==> src/rtl/reset_requester_pkg.sv <==
// Shared definitions for the soft-reset requester: FSM encoding, default key and
// status register layout. Used with or without RESET_REQUESTER_LINK_WATCHDOG_EN.
package reset_requester_pkg;

    typedef logic [1:0] state_t;

    localparam state_t ST_IDLE    = 2'd0;
    localparam state_t ST_HOLDOFF = 2'd1;
    localparam state_t ST_FIRE    = 2'd2;
    localparam state_t ST_LOCKOUT = 2'd3;

    localparam logic [31:0] DEFAULT_KEY     = 32'h5AFE_C0DE;
    localparam logic [15:0] DEFAULT_WB_ADDR = 16'h0040;

    localparam int STATUS_BUSY_BIT  = 31;
    localparam int STATUS_TRIP_BIT  = 30;
    localparam int STATUS_COUNT_MSB = 15;
    localparam int STATUS_COUNT_LSB = 0;

    function automatic logic [31:0] pack_status(input logic busy, input logic trip,
                                                input logic [15:0] count);
        logic [31:0] word;
        word = '0;
        word[STATUS_BUSY_BIT] = busy;
        word[STATUS_TRIP_BIT] = trip;
        word[STATUS_COUNT_MSB:STATUS_COUNT_LSB] = count;
        return word;
    endfunction

endpackage

==> src/rtl/reset_requester_link_watchdog.sv <==
// Counts consecutive link-bad cycles while the requester is idle and raises a trip
// once the limit is reached. Only instantiated with RESET_REQUESTER_LINK_WATCHDOG_EN.
module link_watchdog #(
    parameter int unsigned WATCHDOG_CYCLES = 2**20 - 1
) (
    input  logic clock_i,
    input  logic reset_n_i,
    input  logic idle_i,
    input  logic clear_i,
    input  logic gbt_rxready_i,
    input  logic gbt_rxvalid_i,
    output logic trip_o
);

    localparam int CNT_W = $clog2(WATCHDOG_CYCLES + 1);
    localparam logic [CNT_W-1:0] LIMIT = CNT_W'(WATCHDOG_CYCLES);

    logic [CNT_W-1:0] cnt_q;
    logic [CNT_W-1:0] cnt_d;
    logic             link_good;

    assign link_good = gbt_rxready_i & gbt_rxvalid_i;
    assign trip_o    = idle_i && (cnt_q == LIMIT);

    // Any exit from IDLE (trip or accepted key) restarts the count from zero.
    always_comb begin
        cnt_d = cnt_q + CNT_W'(1);
        if (!idle_i || clear_i || trip_o || link_good) begin
            cnt_d = '0;
        end
    end

    always_ff @(posedge clock_i) begin
        if (!reset_n_i) begin
            cnt_q <= '0;
        end else begin
            cnt_q <= cnt_d;
        end
    end

endmodule

==> src/rtl/reset_requester.sv <==
// Soft-reset requester: key write (or link-loss watchdog when
// RESET_REQUESTER_LINK_WATCHDOG_EN is defined) yields a one-cycle soft_reset_o strobe.
module reset_requester
    import reset_requester_pkg::*;
#(
    parameter logic [15:0] WB_ADDR         = DEFAULT_WB_ADDR,
    parameter logic [31:0] KEY             = DEFAULT_KEY,
    parameter int unsigned HOLDOFF_CYCLES  = 16,
    parameter int unsigned LOCKOUT_CYCLES  = 1100,
    parameter int unsigned WATCHDOG_CYCLES = 2**20 - 1
) (
    input  logic        clock_i,
    input  logic        reset_n_i,
    input  logic        wb_req_en_i,
    input  logic        wb_req_we_i,
    input  logic [15:0] wb_req_addr_i,
    input  logic [31:0] wb_req_data_i,
    output logic        wb_res_ack_o,
    output logic        wb_res_err_o,
    output logic [31:0] wb_res_data_o,
    input  logic        gbt_rxready_i,
    input  logic        gbt_rxvalid_i,
    output logic        soft_reset_o,
    output logic [15:0] reset_count_o,
    output logic        busy_o
);

    localparam logic [15:0] HOLDOFF_LIMIT = 16'(HOLDOFF_CYCLES);
    localparam logic [15:0] LOCKOUT_LIMIT = 16'(LOCKOUT_CYCLES);

    state_t      state_q, state_d;
    logic [15:0] phase_q, phase_d;
    logic [15:0] count_q, count_d;
    logic        trip_flag_q, trip_flag_d;
    logic        ack_q, ack_d;
    logic        err_q, err_d;
    logic [31:0] rdata_q, rdata_d;
    logic        strobe_q, strobe_d;

    logic addr_hit;
    logic key_write;
    logic wd_trip;
    logic busy;

    assign busy      = (state_q != ST_IDLE);
    assign addr_hit  = wb_req_en_i && (wb_req_addr_i == WB_ADDR);
    assign key_write = addr_hit && wb_req_we_i && (wb_req_data_i == KEY) && (state_q == ST_IDLE);

`ifdef RESET_REQUESTER_LINK_WATCHDOG_EN
    link_watchdog #(
        .WATCHDOG_CYCLES(WATCHDOG_CYCLES)
    ) u_link_watchdog (
        .clock_i      (clock_i),
        .reset_n_i    (reset_n_i),
        .idle_i       (state_q == ST_IDLE),
        .clear_i      (key_write),
        .gbt_rxready_i(gbt_rxready_i),
        .gbt_rxvalid_i(gbt_rxvalid_i),
        .trip_o       (wd_trip)
    );
`else
    assign wd_trip = 1'b0;
    wire link_unused = &{1'b0, gbt_rxready_i, gbt_rxvalid_i, WATCHDOG_CYCLES[0]};
`endif

    always_comb begin
        state_d     = state_q;
        phase_d     = phase_q;
        count_d     = count_q;
        trip_flag_d = trip_flag_q;
        ack_d       = 1'b0;
        err_d       = 1'b0;
        rdata_d     = '0;
        strobe_d    = 1'b0;

        if (addr_hit) begin
            if (!wb_req_we_i) begin
                ack_d   = 1'b1;
                rdata_d = pack_status(busy, trip_flag_q, count_q);
            end else if (key_write) begin
                ack_d = 1'b1;
            end else begin
                err_d = 1'b1;
            end
        end

        // Strobe and count are registered on entry to FIRE so both appear in the FIRE cycle.
        case (state_q)
            ST_IDLE: begin
                if (key_write) begin
                    state_d     = ST_HOLDOFF;
                    phase_d     = 16'd1;
                    trip_flag_d = 1'b0;
                end else if (wd_trip) begin
                    state_d     = ST_FIRE;
                    strobe_d    = 1'b1;
                    count_d     = (count_q == 16'hFFFF) ? count_q : count_q + 16'd1;
                    trip_flag_d = 1'b1;
                end
            end
            ST_HOLDOFF: begin
                if (phase_q == HOLDOFF_LIMIT) begin
                    state_d  = ST_FIRE;
                    strobe_d = 1'b1;
                    count_d  = (count_q == 16'hFFFF) ? count_q : count_q + 16'd1;
                end else begin
                    phase_d = phase_q + 16'd1;
                end
            end
            ST_FIRE: begin
                state_d = ST_LOCKOUT;
                phase_d = 16'd1;
            end
            default: begin
                if (phase_q == LOCKOUT_LIMIT) begin
                    state_d = ST_IDLE;
                    phase_d = '0;
                end else begin
                    phase_d = phase_q + 16'd1;
                end
            end
        endcase
    end

    always_ff @(posedge clock_i) begin
        if (!reset_n_i) begin
            state_q     <= ST_IDLE;
            phase_q     <= '0;
            count_q     <= '0;
            trip_flag_q <= 1'b0;
            ack_q       <= 1'b0;
            err_q       <= 1'b0;
            rdata_q     <= '0;
            strobe_q    <= 1'b0;
        end else begin
            state_q     <= state_d;
            phase_q     <= phase_d;
            count_q     <= count_d;
            trip_flag_q <= trip_flag_d;
            ack_q       <= ack_d;
            err_q       <= err_d;
            rdata_q     <= rdata_d;
            strobe_q    <= strobe_d;
        end
    end

    assign wb_res_ack_o  = ack_q;
    assign wb_res_err_o  = err_q;
    assign wb_res_data_o = rdata_q;
    assign soft_reset_o  = strobe_q;
    assign reset_count_o = count_q;
    assign busy_o        = busy;

endmodule

==> config.mk <==
export PLATFORM = sky130hd
export DESIGN_NAME = reset_requester
export DESIGN_NICKNAME = d
export VERILOG_FILES = /design/src/rtl/reset_requester_pkg.sv /design/src/rtl/reset_requester_link_watchdog.sv /design/src/rtl/reset_requester.sv
export SDC_FILE = /design/constraint.sdc
export NUM_CORES = 1
export LEC_CHECK = 0
export CELL_PAD_IN_SITES_DETAIL_PLACEMENT = 0
export CELL_PAD_IN_SITES_GLOBAL_PLACEMENT = 1
export CORE_MARGIN = 2
export CORE_UTILIZATION = 35
export DETAILED_ROUTE_END_ITERATION = 8
export PLACE_DENSITY_LB_ADDON = 0.1
export SLEW_MARGIN = 15
export SYNTH_ARGS = -nofsm -noshare
export SYNTH_HDL_FRONTEND = slang
export SYNTH_SLANG_ARGS = --single-unit
==> constraint.sdc <==
create_clock -name clock_i -period 7 [get_ports clock_i]
set_input_delay 1.4 -clock clock_i [delete_from_list [all_inputs] [get_ports clock_i]]
set_output_delay 1.4 -clock clock_i [all_outputs]
set_load 0.01 [all_outputs]
==> flow_summary.yaml <==
clock_tree:
  clock-sinks: 54
  cts_hold_buf: 0
  cts_buffer_depth: 2
  cts_tree: "yes"
  ctsResizeCount: 0
  clk_latency_ns: 0.31
  cts_buffers: 5
  post_cts_buffers: 0
  clkSlewWorstSetupHoldPaths_ns: 0.10
  cts_root_buf: "clkbuf_8"
  htreeDepth: 2
logic_synthesis:
  synth_area_leaders: "dfxtp_1 38%, nand2_1 4.4%, buf_4 4.0%"
  yosys_warnings: 0
  synth_cell_types: 54
  synth-compound-area-share_pct: 13.2
  ys_seq_elements: 54
  avgSynthCellArea_um2: 8.74
  synth_top_area_share_pct: 38.1
  synthArstFlopShare_pct: 0
  ys_seq_area_share_pct: 38.1
  synth_xor_xnor_area_share_pct: 2.47
  synth_top_area_cell: "dfxtp_1"
  synthAdderAreaFrac_pct: 3.08
  synth_top_family_by_area: "simple AND/OR/NAND/NOR gates"
  synthesis.area_um2: 2840
  synth_cells: 325
  synth-edff-count: 0
  synthMuxAreaShare_pct: 3.17
  synthSimpleGateAreaFrac_pct: 32.8
  synthFlopType: "dfxtp_1"
place:
  dp_hpwl_mm: 5.50
  place_area_um2: 3750
  gp_congestion: 0.781
  port_buffers: 88
layout:
  post-route-util_pct: 49.6
  final_common_cell: "clkdlybuf4s50_1"
  fin_area_um2: 3870
  nets: 470
  multi_input_area_um2: 1610
  diodes: 0
  final_cell_mix: "88 x clkdlybuf4s50_1, 54 x dfxtp_1, 33 x nand2_1"
  seq_area_um2: 1080
  syn_to_final_growth_pct: 36.3
  fill_cells: 791
  drive_above_1_share_pct: 5.12
power_and_ir_drop:
  ir_worst_vdd_uv: 92.1
  p_int_uw: 511
  clkPwrFrac_pct: 29.0
  netSwitchingFraction_pct: 29.8
  seq_power_share_pct: 44.1
  p_sw_uw: 217
  power.leakage_nw: 1.35
  power_density_nw_per_um2: 188
  comb_power_share_pct: 27.0
route:
  antenna_left: 0
  firstDrtPassIters: 4
  vias_per_cell: 5.22
  drtIter0Drc: 84
  drc: 0
  wirelength_mm: 7.39
  wl_per_cell_um: 14.4
  vias: 2675
setup_path:
  start_kind: "input pin"
  path_common_cell: "or4_1"
  crit_path_max_incr_delay_ns: 0.76
  crit_fanout: 17
  critPathCaptureType: "flip-flop"
  cp.required_ns: 7.24
  arrival_ns: 4.34
  slowest_stage: "or4_1"
  crit_type: "in -> reg"
  cp_cell_sequence: "clkdlybuf4s50_1 > or4_4 > or4_1 > or4_1 > a221oi_2 > mux2i_1"
timing:
  tns_ns: 0
  fin_crit_ns: 4.10
  max_freq_ghz: 0.244
  hold_viol: 0
  fin_crit_sh_pct: 58.5
  setup_violations: 0
  relSlewSlack_pct: 37.9
  clock_skew_ns: 0.00825
  grt_setup_unrepaired: "false"
  slew_viol_final: 0
  worstMarginPinSlew_ns: 0.929
global_routing:
  grt_pass1_wl_mm: 12.2
  gr-total-overflow: 0
  grt_start_max_net_pins: 35
  track_usage_pct: 17.1
  antenna_found_initial: 0
  grt_pass1_vias: 2541
status:
  status: "completed"
die:
  start_util_pct: 36.4
  core_area_um2: 7810
  io-pin-count: 106
  die_w_um: 94.1
  placement_rows: 32
  dieArea_um2: 8850
  die_h_um: 94.1
run:
  cap_violations: 0
hold_path:
  hp-class: "reg -> reg"
==> cell families (layout without fill, tap and decap cells) <==
group	Yosys count	after routing
and+or+nand+nor	163	163
DFF	54	54
AOI/OAI and AO/OA	46	46
buffers and inverters	37	108
muxes	9	9
xor gates and xnor gates	8	8
adders and majority gates	7	7
other	1	15
==> critical path: cells and delay by family <==
kind | cells | cell delay (ns)
AO/OA/AOI/OAI | 1 | 0.50
multiplexers | 1 | 0.21
AND/OR/NAND/NOR | 3 | 1.83
buffers and inverters | 1 | 0.40
==> layout make-up <==
cell class                 instances  share of cell area, %
multi-input combinational        248                   41.6
sequential                        54                   27.9
timing repair buffer              92                   23.5
inverter                           8                  0.776
clock inverter                     2                  0.970
tap                              102                   3.30
clock buffer                       6                   1.87
==> stage by stage <==
step | hold WS (ns) | power (mW) | cells | setup slack [ns]
floorplan | 0.453 | 0.461 | 339 | 3.42
global placement | 0.478 | 0.523 | 503 | 2.59
detailed placement | 0.487 | 0.525 | 503 | 2.55
CTS | 0.503 | 0.738 | 511 | 2.88
global route | 0.530 | 0.765 | 512 | 2.78
finish | 0.497 | 0.728 | 512 | 2.90
==> routing by layer <==
layer	vias to the layer above	part of all wire (%)	global-route usage, %
met4	0	0.73	3.99
li1	1333	-	-
met5	-	0	0
met1	1269	42	19.7
met2	69	54	32.6
met3	4	3.6	2.81
==> final timing paths <==
kind / endpoint / cells after the start / start / slack, ns
min: phase_q[12] / 2 / phase_q[12] / 0.50
min reg2reg: phase_q[12] / 2 / phase_q[12] / 0.50
max: state_q[1] / 6 / wb_req_addr_i[1] / 2.90
max reg2reg: phase_q[13] / 8 / phase_q[0] / 4.08
==> power groups by stage <==
| stage | Sequential (mW) | Combinational [mW] | Clock [mW] |
|---|---|---|---|
| 3_3_place_gp | 0.327 | 0.196 | 0 |
| 3_5_place_dp | 0.327 | 0.197 | 0 |
| 5_1_grt | 0.321 | 0.216 | 0.229 |
| 6_report | 0.321 | 0.196 | 0.211 |
| 2_1_floorplan | 0.325 | 0.136 | 0 |
| 4_1_cts | 0.321 | 0.198 | 0.220 |
==> state kept, by name, indices dropped and copies added (netlist names) <==
| name | count |
|---|---|
| wb_res_data_o | 17 |
| phase_q | 16 |
| soft_reset_o | 1 |
| state_q | 2 |
| wb_res_err_o | 1 |
| wb_res_ack_o | 1 |
| reset_count_o | 16 |
==> synthesized netlist by cell type (2+ instances only) <==
master / number
a22oi_1: 9
o22ai_1: 7
nor4b_1: 2
or2_2: 2
clkbuf_1: 10
mux2i_1: 9
buf_4: 15
or4_1: 6
or3_1: 9
inv_1: 8
dfxtp_1: 54
nand3_1: 14
a21oi_1: 3
xnor2_1: 8
nor2_1: 22
ha_1: 7
nand2b_1: 10
and4_1: 4
buf_2: 4
and4b_1: 3
and2_1: 17
nor4_1: 7
nand2_1: 33
a2bb2oi_1: 3
a2111oi_0: 2
and3_1: 2
nor4bb_1: 4
nand4_1: 9
nand3b_1: 3
o32ai_1: 6
nor3_1: 8
nand4b_1: 3
Note: power is estimated with default switching activity, not from simulation.
==> patch: new RTL, same flow settings <==
Put one more register stage on the output `wb_res_err_o`, with the module's reset. The value now appears one clock later. The other outputs are not delayed to match.
--- a/src/rtl/reset_requester.sv
+++ b/src/rtl/reset_requester.sv
@@ -146,5 +146,11 @@
 
     assign wb_res_ack_o  = ack_q;
-    assign wb_res_err_o  = err_q;
+    always_ff @(posedge clock_i) begin
+        if (!reset_n_i) begin
+            wb_res_err_o <= '0;
+        end else begin
+            wb_res_err_o <= err_q;
+        end
+    end
     assign wb_res_data_o = rdata_q;
     assign soft_reset_o  = strobe_q;
Check against the original RTL: not equivalent (Yosys sat finds a counterexample within 4 cycles, from zero or initial values and one cycle with reset_n_i low).
==> patch against the original RTL <==
- sequential cell count up 1
- setup slack better by 0.52 ns
- routed wire length down 10%
- cell count down 3.1%
- synthesized area down 3.7%
- final area down 3.8%
- fmax up 15%
- critical path type unchanged
- largest cell class unchanged
Power is not compared: it rests on default switching activity, and its combinational part moved more than twofold at a synthesized area within 25%.
==> patch: results (changes against the original RTL) <==
| Metric | Value |
|---|---|
| Sequential share of cell area | `29.6% (+1.6 points)` |
| Worst hold path depth | `1 (-1)` |
| TritonRoute pass-1 iters | `4 (unchanged)` |
| Final hold slack | `0.442 ns (-0.0549 ns)` |
| First-pass GRT wire length | `11.2 mm (-7.6%)` |
| Clk cell area share | `2.42% (-0.43 points)` |
| Share of post-route cells with drive strength above 1 | `4.31% (-0.81 points)` |
| Dpl ws | `3.10 ns (+0.549 ns)` |
| Final total power | `around 0.53 mW` |
| Worst Max-Slew Pin Slew | `1.10 ns (+0.168 ns)` |
| Clock-pin slew on the worst setup and hold paths | `0.10 ns (about the same)` |
| DP Area | `3630 um^2 (-3.2%)` |
| Vias/cell | `4.95 (-5.3%)` |
| Min-delay src | `err_q` |
| Cell total after placement | `488 (-3.0%)` |
| Plain + repair buffers | `90 (-2.2%)` |
| Multi-input gates | `235 (-5.2%)` |
| Worst Setup EP | `phase_q[10]` |
| Top cells by area, synth | `dfxtp_1 40%, and2_1 4.3%, buf_4 4.1%` |
| Status | `complete, no violations` |
| Unique cell type count in the Yosys netlist | `48 (-11%)` |
| Seq/Total Area, Yosys | `40.2% (+2.2 points)` |
| Fraction of standard cell area in multi-input logic | `39.9% (-1.7 points)` |
| Initial DRC Count | `107 (+27%)` |
| Final period utilization | `51.1% (-7.4 points)` |
| Cells after Synth | `312 (-4.0%)` |
| Register area | `1100 um^2 (+1.9%)` |
| Crit path max fanout | `21 (+4)` |
| Vias in the first global route | `2441 (-3.9%)` |
| Non-CTS inverters | `6 (-2)` |
| Final Skew | `0.0148 ns (+0.00659 ns)` |
| FF-to-FF End | `reset_count_o[14]` |
| FFs & Latches | `55 (+1.9%)` |
| Fillers | `749 (-5.3%)` |
| Clock buffer count | `6 (unchanged)` |
| Fin nets | `454 (-3.4%)` |
| Non-clock buffers, area share | `24.1% (+0.52 points)` |
| Routed WL | `6.64 mm (-10%)` |
| Crit path arrival time | `3.78 ns (-0.56 ns)` |
| Tap cells | `102 (unchanged)` |
| GP Congestion | `0.777 (-0.54%)` |
| Hold path endpoint | `wb_res_err_o` |
| Total GRT Usage | `16.1% (-1.0 points)` |
| Crit. Startpoint | `wb_req_we_i` |
| DP HPWL | `5.01 mm (-8.9%)` |
| Top cells by count, synth | `55 x dfxtp_1, 29 x nand2_1, 26 x nor2_1` |
| DR WL/cell | `13.4 um (-7.3%)` |
| Slack of the worst reg-to-reg path | `4.40 ns (+0.32 ns)` |
| Largest net degree at the start of global routing | `34 (-2.9%)` |
patch: kinds of logic after synthesis:
| logic type | synth area share [%] |
|---|---|
| AND/OR/NAND/NOR | 32.4 |
| multiplexers | 1.46 |
| AO/OA/AOI/OAI | 11.4 |
| adder cells (fa/ha/maj) | 3.20 |
| other | 0.137 |
| flip-flops | 40.2 |
| buffers and inverters | 7.32 |
| XOR/XNOR | 3.84 |
patch: critical path: stages:
cell             delay (ns)
clkdlybuf4s50_1        0.57
and4bb_1               0.22
nand4_1                0.13
nor4_2                 0.33
nor2_1                 0.07
buf_4                  0.21
or3_4                  0.51
o32ai_1                0.33
patch: per-layer routing:
layer | vias up | global-route usage, % | part of all wire [%]
li1 | 1247 | - | -
met1 | 1127 | 19.3 | 45
met2 | 75 | 28.6 | 48
met3 | 4 | 4.23 | 7.0
met4 | 0 | 3.73 | 0.72
met5 | - | 0 | 0
